[config.mk]
export PLATFORM = sky130hd
export DESIGN_NAME = jts16_sndcomm
export DESIGN_NICKNAME = d
export VERILOG_FILES = /design/src/rtl/jts16_sndcomm.sv
export SDC_FILE = /design/constraint.sdc
export NUM_CORES = 1
export LEC_CHECK = 0
export CAP_MARGIN = 20
export CORE_ASPECT_RATIO = 0.9
export CORE_MARGIN = 8
export CORE_UTILIZATION = 54
export CTS_BUF_LIST = sky130_fd_sc_hd__clkbuf_8 sky130_fd_sc_hd__clkbuf_16
export DETAILED_ROUTE_END_ITERATION = 10
export GPL_ROUTABILITY_DRIVEN = 0
export PLACE_DENSITY = 0.83
export SYNTH_ARGS = -nofsm -noshare
export SYNTH_HDL_FRONTEND = slang
export SYNTH_SLANG_ARGS = --single-unit
[constraint.sdc]
create_clock -name clk -period 4.1 [get_ports clk]
set_input_delay 0.41 -clock clk [delete_from_list [all_inputs] [get_ports clk]]
set_output_delay 0.41 -clock clk [all_outputs]
set_load 0.01 [all_outputs]
[src/rtl/jts16_sndcomm.sv]
// jts16_sndcomm: main/sound CPU command channel (16A latch or 16B FIFO) plus a reply latch.
module jts16_sndcomm #(
  parameter int DW    = 8,
  parameter int DEPTH = 4,
  parameter int MODE  = 1,
  localparam int AW   = $clog2(DEPTH)
) (
  input  logic          clk,
  input  logic          rst_n,
  input  logic          main_wr,
  input  logic [DW-1:0] main_din,
  input  logic          main_rd,
  output logic [DW-1:0] main_dout,
  output logic          main_obf,
  output logic          main_full,
  input  logic          snd_rd,
  input  logic          snd_ack,
  output logic [DW-1:0] snd_dout,
  output logic          snd_irqn,
  input  logic          snd_wr,
  input  logic [DW-1:0] snd_din,
  output logic [AW:0]   level,
  output logic          ovf
);
  localparam logic [AW:0] full_lvl = (AW+1)'(DEPTH);
  localparam bit m1 = (MODE == 1);
  logic [DW-1:0] mem [DEPTH];
  logic [AW-1:0] wp, rp;
  logic [AW:0]   cnt;
  logic [DW-1:0] last;
  logic          push, pop, drop;
  assign pop  = m1 && snd_rd && cnt != '0;
  assign push = m1 && main_wr && (cnt != full_lvl || pop);
  // a 16A write over an unacknowledged command is lost unless the ack lands in the same cycle
  assign drop = m1 ? main_wr && cnt == full_lvl && !pop : main_wr && cnt[0] && !snd_ack;
  always_ff @(posedge clk)
    if (push) mem[wp] <= main_din;
  always_ff @(posedge clk or negedge rst_n)
    if (!rst_n) begin
      wp        <= '0;
      rp        <= '0;
      cnt       <= '0;
      last      <= '0;
      ovf       <= 1'b0;
      main_dout <= '0;
      main_obf  <= 1'b0;
    end else begin
      if (m1) begin
        wp  <= wp + AW'(push);
        rp  <= rp + AW'(pop);
        cnt <= cnt + (AW+1)'(push) - (AW+1)'(pop);
        if (pop) last <= mem[rp];
      end else begin
        cnt <= main_wr ? (AW+1)'(1) : snd_ack ? '0 : cnt;
        if (main_wr) last <= main_din;
      end
      ovf       <= ovf | drop;
      main_dout <= snd_wr ? snd_din : main_dout;
      main_obf  <= snd_wr | (main_obf & ~main_rd);
    end
  // when empty, show the last popped byte rather than stale storage
  assign snd_dout  = (m1 && cnt != '0) ? mem[rp] : last;
  assign snd_irqn  = cnt == '0;
  assign main_full = m1 && cnt == full_lvl;
  assign level     = cnt;
endmodule

==> metrics.yaml, run 1 <==
status: "finished, final reports clean"
yosysWarnings: 0
pre_cts_ws_ps: 1536
r2r_end: "level[2]$_DFF_PN0_"
yosys_register_bits: 57
max_slew_margin: 0.6422
routed_wl_mm: 3.875
cts_setup_buffers: 0
cts_max_level: 3
fin_cells: 226
synthesis.area_mm2: 0.002272
p_leak_uw: 0.001162
root_buffer: "clkbuf_8"
multi_input_area_um2: 646.9
initial_utilization: 0.5577
die_h_um: 77.54
detail-route-antenna-nets: 0
slew_violations: 0
numCtsBuffers: 9
cts_tree: "built"
fin_ws_ps: 1305
ys_async_sr_fraction: 0.4386
cellPowerDensity_mw_per_mm2: 734.5
avgRoutedWirePerCell_um: 17.15
cp_cell_sequence: "mux4_2 -> mux2_2 -> clkdlybuf4s50_1"
row_count: 22
insertion_delay_ps: 330
hold_violations: 0
grt_pass1_vias: 1329
synth_commonest_cells: "edfxtp_1 (32), dfrtp_1 (25), mux2_2 (24)"
grt_use_total: 0.1308
grt_pass1_wl_mm: 6.472
fin_hold_ws_ps: 342.6
synth.most_common_cell: "edfxtp_1"
holdBufCountCts: 0
synthDistinctLibCells: 22
period_share: 0.6818
rsz0062_at_grt: "no"
vdd_drop_max_mv: 0.3330
grt_max_degree: 26
numPortBuffers: 44
grt-ovfl-total: 0
antenna_cells: 0
crit_slowest_cell: "dfrtp_1"
seq_area_frac_synth: 0.6982
cp-start-kind: "flip-flop"
r2r_slack_ps: 1580
drive_gt1_frac: 0.2978
num_vias: 1219
avgSynthCellArea_um2: 19.26
setup_viol: 0
cts_resized: 0
drt-initial-drc-count: 44
clock_skew_ps: 6.260
maxCapViolations: 0
fin_nets: 200
netlist_instances: 118
synth_area_leader_cell: "edfxtp_1"
clockBufferDepth: 2
fin_crit_ps: 2795
die_w_um: 84.38
cpPeakStageDelay_ps: 680
max_freq_ghz: 0.3578
fillerInstances: 224
critPathBufInv: 1
cts_sinks: 57
register_area_mm2: 0.001587
synth-edff-count: 32
path_max_fanout: 9
yosys_most_used_dff: "edfxtp_1"
place_hpwl_mm: 2.728
endpoint_kind: "output port"
finalSetupTns_ps: 0
die_area_mm2: 0.006542
cp.required_ps: 3690
tightest_slew_ps: 536.7
hold_path.class: "input pin to asynchronous set/reset pin"
reg2reg_from: "level[1]$_DFF_PN0_"
crit_arrival_ps: 2390
synth_nets: 145
drc: 0
clkSlewWorstSetupHoldPaths_ps: 60
antenna_found_initial: 0
dr.pass1.iters: 4
r2r_cells: 7
synth_top_area_frac: 0.4229
netlist_top_cells_area: "edfxtp_1 (42%), dfrtp_1 (28%), mux2_2 (12%)"
critical_path_class: "flip-flop to output port"
numPlacedInstances: 209
fin_util: 0.7469
io_pins: 46
crit_family: "multiplexers"
viasPerCell: 5.394
syn2layout_area_growth_pct: 33.92
core_area_mm2: 0.004074
==> report_power, final <==
group	leakage (µW)	switching, µW	internal (µW)	total, µW
Combinational	0.000455	274	446	720
Clock	0.000124	209	417	626
Sequential	0.000583	121	768	889
==> routing by layer <==
| metal | global-route usage | vias up | routed length [µm] | part of all wire |
|---|---|---|---|---|
| met1 | 0.1463 | 593 | 1643 | 0.42 |
| met2 | 0.2006 | 53 | 1849 | 0.48 |
| li1 | - | 564 | - | - |
| met3 | 0.06737 | 9 | 314 | 0.081 |
| met4 | 0.06927 | 0 | 66 | 0.017 |
| met5 | 0 | - | 0 | 0 |
==> metrics by stage <==
stage | instance area (µm²) | total power, µW
CTS | 3015 | 2258
finish | 3043 | 2235
global placement | 2771 | 1595
global route | 3043 | 2352
detailed placement | 2771 | 1623
floorplan | 2272 | 1296
==> registers in the layout (all words and copies together), names as in the netlist <==
| register | flops |
|---|---|
| main_dout | 8 |
| wp | 2 |
| rp | 2 |
| mem | 32 |
| last | 8 |
| ovf | 1 |
| level | 3 |
| main_obf | 1 |
==> area by class of cell <==
| cell class | instances | area share |
|---|---|---|
| Inverter | 4 | 0.004934 |
| Clock inverter | 6 | 0.03495 |
| Multi-Input combinational cell | 53 | 0.2126 |
| Timing Repair Buffer | 48 | 0.1612 |
| Tap cell | 48 | 0.01974 |
| Clock buffer | 10 | 0.04523 |
| Sequential cell | 57 | 0.5214 |
==> how the worst max path moves through the flow <==
stage                                  start            endpoint  slack (ps)  cells after the start
after CTS                    rp[0]$_DFF_PN0_         snd_dout[4]        1260                      3
after floorplan           level[1]$_DFF_PN0_  level[2]$_DFF_PN0_        1880                      8
after detailed placement              snd_rd  level[2]$_DFF_PN0_        1540                      8
after global placement                snd_rd  level[2]$_DFF_PN0_        1610                      8
final                        rp[0]$_DFF_PN0_         snd_dout[6]        1300                      3
after global routing         rp[0]$_DFF_PN0_         snd_dout[4]        1180                      3
==> cell families after synthesis <==
family                     share of synthesized area
DFF                                           0.6982
muxes                                         0.2026
and+or+nand+nor                              0.03470
buffers and inverters                        0.01707
xor gates and xnor gates                     0.01542
adders and majority gates                    0.02533
AOI/OAI and AO/OA                           0.006606
==> worst reg2reg max path: stages, from the launching register on <==
cell and delay (ps):
dfrtp_1 450, nor3_4 470, or2b_1 450, mux2i_1 160, ha_1 220, fa_1 380, xnor2_1 140, xnor2_1 130
==> cells in the final DEF, fill, tap and decap left out, drive strengths merged, types with 3 or more instances in the layout <==
cell type      Yosys  routed
clkbuf             2      10
bufinv             0       3
inv                4       5
edfxtp            32      32
nor3b              3       3
clkdlybuf4s50      0      44
mux4               8       8
ha                 3       3
dfrtp             25      25
buf                2       4
mux2              24      24
Power figures use the tool's default switching activity.
==> run 2: changes to the inputs <==
--- a/config.mk
+++ b/config.mk
@@ -8,11 +8,11 @@
 export CAP_MARGIN = 20
 export CORE_ASPECT_RATIO = 0.9
 export CORE_MARGIN = 8
-export CORE_UTILIZATION = 54
+export CORE_UTILIZATION = 45
 export CTS_BUF_LIST = sky130_fd_sc_hd__clkbuf_8 sky130_fd_sc_hd__clkbuf_16
 export DETAILED_ROUTE_END_ITERATION = 10
 export GPL_ROUTABILITY_DRIVEN = 0
-export PLACE_DENSITY = 0.83
+export PLACE_DENSITY = 0.74
 export SYNTH_ARGS = -nofsm -noshare
 export SYNTH_HDL_FRONTEND = slang
 export SYNTH_SLANG_ARGS = --single-unit
==> constraint.sdc (replaced) <==
create_clock -name clk -period 2.47 [get_ports clk]
set_input_delay 0.247 -clock clk [delete_from_list [all_inputs] [get_ports clk]]
set_output_delay 0.247 -clock clk [all_outputs]
set_load 0.01 [all_outputs]
==> run 2 against run 1 <==
Compared with the run above: critical endpoint is now snd_dout[7]; routed wire length is 13% higher; clock power up 14%; die area increased by 16%; sequential power up 63%; clock skew rose by 1.5 ps; critical path type unchanged; largest power group unchanged; global-route usage down 0.77 points.
==> metrics.yaml, run 2 (synthesis gave the netlist of run 1 again) <==
slew_violations: 0
grt_max_degree: 26
finalSetupTns_ps: 0
endpoint_kind: "output port"
cts_tree: "built"
vdd_drop_max_mv: 0.5933
status: "finished, final reports clean"
hold_violations: 0
viasPerCell: 4.888
detail-route-antenna-nets: 0
tightest_slew_ps: 439.1
clkSlewWorstSetupHoldPaths_ps: 70
numPlacedInstances: 231
r2r_end: "level[2]$_DFF_PN0_"
max_slew_margin: 0.7072
grt_pass1_vias: 1421
drive_gt1_frac: 0.3243
root_buffer: "clkbuf_8"
cp-start-kind: "flip-flop"
path_max_fanout: 5
cp_cell_sequence: "buf_4 -> mux4_2 -> mux2_2 -> clkdlybuf4s50_1"
p_clk_frac: 0.206
setup_viol: 0
period_share: 0.9749
fillerInstances: 389
largest_reg_flops: 32
maxCapViolations: 0
antenna_found_initial: 0
crit_family: "multiplexers"
crit_slowest_cell: "mux4_2"
grt_pass1_wl_mm: 7.051
numCtsBuffers: 9
final_cell_mix: "clkdlybuf4s50_1 (41), edfxtp_1 (32), mux2_2 (24), dfrtp_1 (24), buf_4 (10)"
r2r_cells: 8
critical_path_class: "flip-flop to output port"
power_switching_uw: 1045
num_vias: 1222
p_leak_uw: 0.001171
p_int_uw: 2402
io_pins: 46
fin_crit_ps: 2408
initial_utilization: 0.4671
insertion_delay_ps: 340
drt-initial-drc-count: 35
cellPowerDensity_mw_per_mm2: 1140
critPathBufInv: 2
largest_register: "mem"
fin_nets: 207
die_area_mm2: 0.007582
grt_use_total: 0.1231
syn2layout_area_growth_pct: 33.04
reg2reg_from: "level[0]$_DFF_PN0_"
dr.pass1.iters: 5
grt-ovfl-total: 0
cp.required_ps: 2220
holdBufCountCts: 0
core_area_mm2: 0.004865
antenna_cells: 0
cpPeakStageDelay_ps: 530
clockBufferDepth: 2
drc: 0
clock_skew_ps: 7.743
avgRoutedWirePerCell_um: 17.54
fin_cells: 250
layout_commonest_cell: "clkdlybuf4s50_1"
cts_sinks: 57
r2r_slack_ps: 380
hold_path.class: "input pin to asynchronous set/reset pin"
p_comb_frac: 0.374
power_frac_seq: 0.419
numPortBuffers: 44
max_freq_ghz: 0.4153
rsz0062_at_grt: "no"
die_w_um: 90.90
reg_top3: "mem (32), last (8), main_dout (8)"
place_hpwl_mm: 3.094
p_sw_frac: 0.3032
die_h_um: 83.41
crit_arrival_ps: 2160
routed_wl_mm: 4.386
row_count: 24
cts_max_level: 3
[run 2: cell count changes in the layout (fill, tap and decap cells not counted), sizes merged]
| cell | before | now |
|---|---|---|
| inv | 5 | 4 |
| clkinvlp | 1 | 2 |
| bufinv | 3 | 0 |
| dlymetal6s2s | 0 | 3 |
| clkdlybuf4s50 | 44 | 41 |
| clkinv | 1 | 5 |
| buf | 4 | 10 |
[run 2: final cells by class]
class	instances	area (µm²)	share of cell area
clock buffers	9	123.9	0.04098
clock inverters	7	37.54	0.01242
inverters	4	15.01	0.004967
multi-input cells	53	646.9	0.2140
flip-flops and latches	57	1588	0.5252
well taps	65	81.33	0.02690
repair buffers	55	530.5	0.1755
[run 2: power groups by stage]
stage,clock network (µW),registers [µW],logic (µW)
floorplan,0,1420,731
global placement,0,1480,1200
detailed placement,0,1500,1240
CTS,730,1440,1330
global route,773,1470,1390
finish,711,1450,1290
[run 2: stage by stage]
step	worst slack (ps)	total power (µW)	instance area, µm²	util	hold WS [ps]
global placement	162.0	2676	2830	0.5818	440.0
finish	61.88	3447	3023	0.6214	283.2
global route	4.955	3635	3023	0.6214	306.7
detailed placement	139.0	2744	2830	0.5818	451.4
floorplan	248.4	2151	2272	-	-48.59
CTS	34.52	3499	3013	0.6193	286.0
[run 2: how the worst max path moves through the flow]
stage | endpoint | cells after the start | from | slack, ps
global route | snd_dout[7] | 4 | rp[0]$_DFF_PN0_ | 5
finish | snd_dout[7] | 4 | rp[0]$_DFF_PN0_ | 60
detailed placement | snd_dout[3] | 3 | rp[0]$_DFF_PN0_ | 140
CTS | snd_dout[3] | 4 | rp[0]$_DFF_PN0_ | 30
global placement | snd_dout[3] | 3 | rp[0]$_DFF_PN0_ | 160
floorplan | level[2]$_DFF_PN0_ | 8 | level[1]$_DFF_PN0_ | 250
[run 2: layer usage]
metal	vias to the layer above	track usage	share of wire	routed length, µm
met2	45	0.2037	0.51	2246
met1	592	0.1270	0.40	1756
met4	0	0.07875	0.022	96
li1	575	-	-	-
met3	10	0.05036	0.065	287
met5	-	0	0	0
[run 2: what timing repair did]
action	CTS	global route
pin swaps	1	0
buffers inserted	3	0
gates resized for setup	1	4
setup endpoints to repair	8	6
endpoints found under the hold margin	0	0
